## src/rtl/keypad_scanner_if.sv

```systemverilog
// Keypad-side and Hack-side signals of the matrix keypad scanner.
// The master side is the scanner; the slave side is the keypad/consumer.
interface keypad_scanner_if;
  logic [3:0]  col_in;
  logic [3:0]  row_out;
  logic [15:0] kbd;
  logic        key_strobe;

  modport master (input col_in, output row_out, output kbd, output key_strobe);
  modport slave  (output col_in, input row_out, input kbd, input key_strobe);
endinterface

```

## src/rtl/keypad_scanner.sv

```systemverilog
// 4x4 matrix keypad scanner: strobes rows, samples synchronized columns once per
// row dwell, and publishes a single debounced key as a Hack keyboard code.
module keypad_scanner #(
  parameter int SCAN_DIV = 1024,
  parameter int DEBOUNCE = 4
) (
  input  logic             clk,
  input  logic             reset,
  keypad_scanner_if.master kp
);
  localparam int DW = $clog2(SCAN_DIV);
  localparam int CW = $clog2(DEBOUNCE + 1);
  localparam logic [DW-1:0] DWELL_LAST = DW'(SCAN_DIV - 1);
  localparam logic [CW-1:0] CNT_MAX    = CW'(DEBOUNCE);
  localparam logic [4:0]    CAND_NONE  = 5'h10;

  function automatic logic [15:0] key_code(input logic [3:0] idx);
    logic [7:0] c;
    case (idx)
      4'd0:  c = 8'h31;
      4'd1:  c = 8'h32;
      4'd2:  c = 8'h33;
      4'd3:  c = 8'h41;
      4'd4:  c = 8'h34;
      4'd5:  c = 8'h35;
      4'd6:  c = 8'h36;
      4'd7:  c = 8'h42;
      4'd8:  c = 8'h37;
      4'd9:  c = 8'h38;
      4'd10: c = 8'h39;
      4'd11: c = 8'h43;
      4'd12: c = 8'h2A;
      4'd13: c = 8'h30;
      4'd14: c = 8'h23;
      default: c = 8'h44;
    endcase
    return {8'h00, c};
  endfunction

  // Returns {multiple_pressed, candidate}; candidate is CAND_NONE when nothing is pressed.
  function automatic logic [5:0] classify(input logic [15:0] raw);
    logic [4:0] cand;
    logic       multi;
    logic       seen;
    cand  = CAND_NONE;
    multi = 1'b0;
    seen  = 1'b0;
    for (int i = 0; i < 16; i++) begin
      if (raw[i]) begin
        if (seen) multi = 1'b1;
        else begin
          seen = 1'b1;
          cand = {1'b0, 4'(i)};
        end
      end
    end
    return {multi, cand};
  endfunction

  logic [3:0]    sync1_q, sync2_q;
  logic [DW-1:0] dwell_q;
  logic [1:0]    row_q;
  logic [15:0]   raw_q;
  logic          frame_q;
  logic [4:0]    last_cand_q, last_cand_d;
  logic [CW-1:0] cnt_q, cnt_d;
  logic [15:0]   kbd_q, kbd_d;
  logic          strobe_q, strobe_d;

  logic          dwell_wrap;
  logic          multi;
  logic [4:0]    cand;

  assign dwell_wrap = (dwell_q == DWELL_LAST);

  // Frame classification runs the clock after the row-3 sample lands in raw_q.
  always_comb begin
    {multi, cand} = classify(raw_q);
    last_cand_d   = last_cand_q;
    cnt_d         = cnt_q;
    kbd_d         = kbd_q;
    strobe_d      = 1'b0;
    if (frame_q && !multi) begin
      if (cand == last_cand_q) begin
        if (cnt_q != CNT_MAX) cnt_d = cnt_q + 1'b1;
      end else begin
        last_cand_d = cand;
        cnt_d       = CW'(1);
      end
      if (cnt_d == CNT_MAX) begin
        kbd_d    = last_cand_d[4] ? 16'h0000 : key_code(last_cand_d[3:0]);
        strobe_d = (kbd_d != 16'h0000) && (kbd_d != kbd_q);
      end
    end
  end

  always_ff @(posedge clk or negedge reset) begin
    if (!reset) begin
      sync1_q     <= 4'hF;
      sync2_q     <= 4'hF;
      dwell_q     <= '0;
      row_q       <= 2'd0;
      frame_q     <= 1'b0;
      last_cand_q <= CAND_NONE;
      cnt_q       <= '0;
      kbd_q       <= 16'h0000;
      strobe_q    <= 1'b0;
    end else begin
      sync1_q     <= kp.col_in;
      sync2_q     <= sync1_q;
      dwell_q     <= dwell_wrap ? '0 : dwell_q + 1'b1;
      if (dwell_wrap) row_q <= row_q + 1'b1;
      frame_q     <= dwell_wrap && (row_q == 2'd3);
      last_cand_q <= last_cand_d;
      cnt_q       <= cnt_d;
      kbd_q       <= kbd_d;
      strobe_q    <= strobe_d;
    end
  end

  // Raw key image; every row is rewritten before it is classified, so no reset needed.
  always_ff @(posedge clk) begin
    if (dwell_wrap) raw_q[{row_q, 2'b00} +: 4] <= ~sync2_q;
  end

  assign kp.row_out    = ~(4'b0001 << row_q);
  assign kp.kbd        = kbd_q;
  assign kp.key_strobe = strobe_q;
endmodule

```

## src/flat_wrapper.sv

```systemverilog
// flat-port wrapper written by rule: the top's interface ports become plain ports
module keypad_scanner_flat 
#(
  parameter int SCAN_DIV = 1024,
  parameter int DEBOUNCE = 4
)
  (clk, reset, kp_col_in, kp_row_out, kp_kbd, kp_key_strobe);
  keypad_scanner_if kp_i ();
  input  logic clk;
  input  logic reset;
  input wire logic [$bits(kp_i.col_in)-1:0] kp_col_in;
  output wire logic [$bits(kp_i.row_out)-1:0] kp_row_out;
  output wire logic [$bits(kp_i.kbd)-1:0] kp_kbd;
  output wire logic [$bits(kp_i.key_strobe)-1:0] kp_key_strobe;
  assign kp_i.col_in = kp_col_in;
  assign kp_row_out = kp_i.row_out;
  assign kp_kbd = kp_i.kbd;
  assign kp_key_strobe = kp_i.key_strobe;
  keypad_scanner #(.SCAN_DIV(SCAN_DIV), .DEBOUNCE(DEBOUNCE)) u_core (.clk(clk), .reset(reset), .kp(kp_i));
endmodule
```

## config.mk

```make
export PLATFORM = sky130hd
export DESIGN_NAME = keypad_scanner_flat
export DESIGN_NICKNAME = d
export VERILOG_FILES = /design/src/rtl/keypad_scanner_if.sv /design/src/rtl/keypad_scanner.sv /design/src/flat_wrapper.sv
export SDC_FILE = /design/constraint.sdc
export NUM_CORES = 1
export LEC_CHECK = 0
export ABC_AREA = 1
export ABC_CLOCK_PERIOD_IN_PS = 2600
export BUFFER_PORTS_ARGS = -buffer_cell sky130_fd_sc_hd__clkbuf_2
export CAP_MARGIN = 15
export CELL_PAD_IN_SITES_DETAIL_PLACEMENT = 0
export CELL_PAD_IN_SITES_GLOBAL_PLACEMENT = 2
export CORE_MARGIN = 8
export CORE_UTILIZATION = 33
export CTS_CLUSTER_DIAMETER = 30
export DETAILED_ROUTE_END_ITERATION = 6
export PLACE_DENSITY_LB_ADDON = 0.1
export SLEW_MARGIN = 20
export SYNTH_ARGS = -nofsm -noshare
export SYNTH_HDL_FRONTEND = slang
export SYNTH_SLANG_ARGS = --single-unit
```

## constraint.sdc

```tcl
create_clock -name clk -period 2.6 [get_ports clk]
set_input_delay 0.39 -clock clk [delete_from_list [all_inputs] [get_ports clk]]
set_output_delay 0.39 -clock clk [all_outputs]
set_load 0.1 [all_outputs]
```

==> run summary <==
Async SR Flop Fraction -> 69.8%
Static leakage -> 1.84 nW
Initial Util -> 33.9%
Final setup viols -> 0
Synth warn -> 0
Status -> finished, final reports clean
DIE AREA -> 12,900 µm²
Share of layout cells above drive strength 1 -> 29.4%
Worst Skew -> 10.2 ps
Area added between synthesis and finish -> 20.9%
Worst path top cell family by delay -> simple AND/OR/NAND/NOR gates
Clock buffer count from CTS -> 5
GRT Util Overall -> 11.1%
ANT cells -> 0
First-pass GRT wire length -> 11,600 µm
Sequential share of power -> 61.1%
Antenna viol nets, final -> 0
Largest net degree at the start of global routing -> 31
Clk sinks -> 53
Grt ovf -> 0
CP Depth -> 17
Worst r2r src -> u_core.raw_q[0]$_DFFE_PP_
Arrival @ worst endpoint -> 2810 ps
FF-to-FF End -> u_core.kp.kbd[0]$_DFFE_PN0P_
Setup slack, reg-to-reg -> 30 ps
Endpoints failing hold -> 0
H-tree levels -> 2
Most common cell after layout, fill and taps aside -> nand2_1
Detailed Routing Iterations Pass 1 -> 4
Final core occ -> 41.0%
CP max stage delay -> 450 ps
Synthesized netlist cell count -> 377
Worst reg2reg path depth -> 17
Critical path launch point type -> flip-flop
Ports -> 27
DR iter-0 viols -> 100
Min-delay worst type -> in2async
RSZ-0062 raised after global routing -> yes
Setup TNS -> 0 ps
CTS tree -> done
Root buffer cell -> clkbuf_8
Initial antenna violation count -> 0
Required @ worst endpoint -> 2840 ps
Switch Pwr -> 0.362 mW
Clock network power share -> 33.7%
Post-synth EDFFs -> 16
Cells along the critical path -> nor2_4 > nand2_4 > nor2_8 > nand2_4 > nor2_8 > nand3_4 > o21ai_4 > buf_4 > buf_4 > nand2_1 > nand2_2 > nand4_1 > nor2_2 > buf_4 > buf_4 > nand2_1 > o21ai_1
Clock-pin slew on the worst setup and hold paths -> 100 ps
Placer Congestion -> 0.806
Post-Syn Area -> 3140 µm²
Nets@finish -> 451
Maxcap violations -> 0
Switching share of total power -> 25.4%
Die Wd -> 113 µm
Crit. End Element -> flip-flop
End of the critical path -> u_core.kp.kbd[0]$_DFFE_PN0P_
Number of port buffers -> 17
Placed Area -> 3520 µm²
Post-placement cell count -> 544
Per-cell routed wire length -> 12.0 µm
Area of the core -> 9240 µm²
Chip Height -> 113 µm
Maximum VDD drop -> 0.000180 V
P_int -> 1.06 mW
Hold Buf Count CTS -> 0
DRC violations left -> 0
Final Max Slew Viols -> 0
Worst-margin pin slew -> 834 ps
Non-filler cells, final -> 561
Design Area, Final -> 3790 µm²
Most common cell on crit path -> buf_4
Via Count -> 2,416
Gate power share -> 5.2%
Max Root-Sink Buffers -> 2
Slew margin rel. -> 44.4%
Commonest cells after routing, fill and taps aside -> nand2_1, inv_1, nor2_1, buf_4, dfrtp_1
Worst Path Buf+Inv -> 4
Worst skew pair latency -> 310 ps
Row count -> 35
Worst Setup SP -> u_core.raw_q[0]$_DFFE_PP_
Distinct cell type count after synthesis -> 33
Tcrit/Tclk final -> 98.7%
Vias per inst -> 4.31
Worst setup path class -> reg2reg
Mean Syn Cell Area -> 8.32 µm²
Slowest stage cell, crit path -> edfxtp_1
PwrDens -> 376 nW/µm²
WL final -> 6740 µm
Vias in the first global route -> 2,450
CP Max Fanout -> 6
Minimum clock period -> 2570 ps
Sequential area share after synthesis -> 45.2%
Prevailing post-synth register cell -> dfrtp_1
Post-DP HPWL -> 5160 µm
Max frequency -> 0.390 GHz
#FFs+latches synth -> 53
repair_timing:
item / CTS / global route
pin swaps: 0 / 24
setup buffers: 0 / 9
endpoints found under the setup margin: 1 / 8
gates resized for setup: 2 / 33
synthesized netlist by cell type, types with 5 or more instances:
cell	n	area share (%)
nand2_1	81	9.7
inv_1	50	6.0
nor2_1	45	5.4
nand3_1	31	4.9
dfrtp_1	28	22
edfxtp_1	16	15
o21ai_0	16	2.6
ha_1	14	5.6
buf_4	10	2.4
dfstp_2	9	7.5
nand4_1	9	1.8
nand2_2	6	1.2
xor2_1	6	1.7
a21oi_1	5	0.80
nor2_2	5	1.0
power by group through the flow:
stage | combinational [mW] | clock (mW) | sequential [mW]
finish | 0.0743 | 0.481 | 0.871
global route | 0.0789 | 0.538 | 0.872
CTS | 0.0755 | 0.513 | 0.871
detailed placement | 0.0755 | 0 | 0.887
global placement | 0.0753 | 0 | 0.887
floorplan | 0.0681 | 0 | 0.886
area by class of cell:
class	count	area, µm²
sequential	53	1420
inverter	54	205
fill	961	5450
multi-input combinational	266	1580
timing repair buffer	51	340
clock inverter	3	21.3
tap	129	161
clock buffer	5	68.8
logic make-up after synthesis:
family / count (synthesis) / share of synthesized area [%]
other: 1 / 0.120
flip-flops: 53 / 45.2
AO/OA/AOI/OAI: 33 / 6.23
XOR/XNOR: 10 / 2.79
AND/OR/NAND/NOR: 200 / 31.0
adder cells (fa/ha/maj): 14 / 5.59
buffers and inverters: 66 / 9.10
through the flow:
step           hold WS (ps)  total power, mW  worst slack, ps
2_1_floorplan          94.4            0.954              130
3_3_place_gp            346            0.963             3.40
3_5_place_dp            347            0.963            -25.6
4_1_cts                 142             1.46             20.7
5_1_grt                 135             1.49             -186
6_report                161             1.43             33.2
worst min path at each step:
stage	end
after floorplan	u_core.cnt_q[0]$_DFFE_PN0P_
after global placement	u_core.sync2_q[1]$_DFF_PN1_
after detailed placement	u_core.sync2_q[1]$_DFF_PN1_
after CTS	u_core.sync1_q[1]$_DFF_PN1_
after global routing	u_core.sync1_q[2]$_DFF_PN1_
final	u_core.cnt_q[1]$_DFFE_PN0P_
state kept, by name, summed over array words and instances (netlist names):
register and cells:
u_core.sync1_q 4, u_core.kp.kbd 7, u_core.dwell_q 10, u_core.kp.key_strobe 1, u_core.last_cand_q 5, u_core.raw_q 16, u_core.cnt_q 3, u_core.row_q 2
u_core.sync2_q 4, u_core.frame_q 1
routing by layer:
layer	global-route usage (%)	part of all wire, %	up-vias
met5	0	0	-
li1	-	-	1297
met1	14.5	50	1082
met3	1.85	2.6	9
met2	17.8	45	28
met4	4.71	2.0	0
Note: power is estimated with default switching activity, not from simulation.
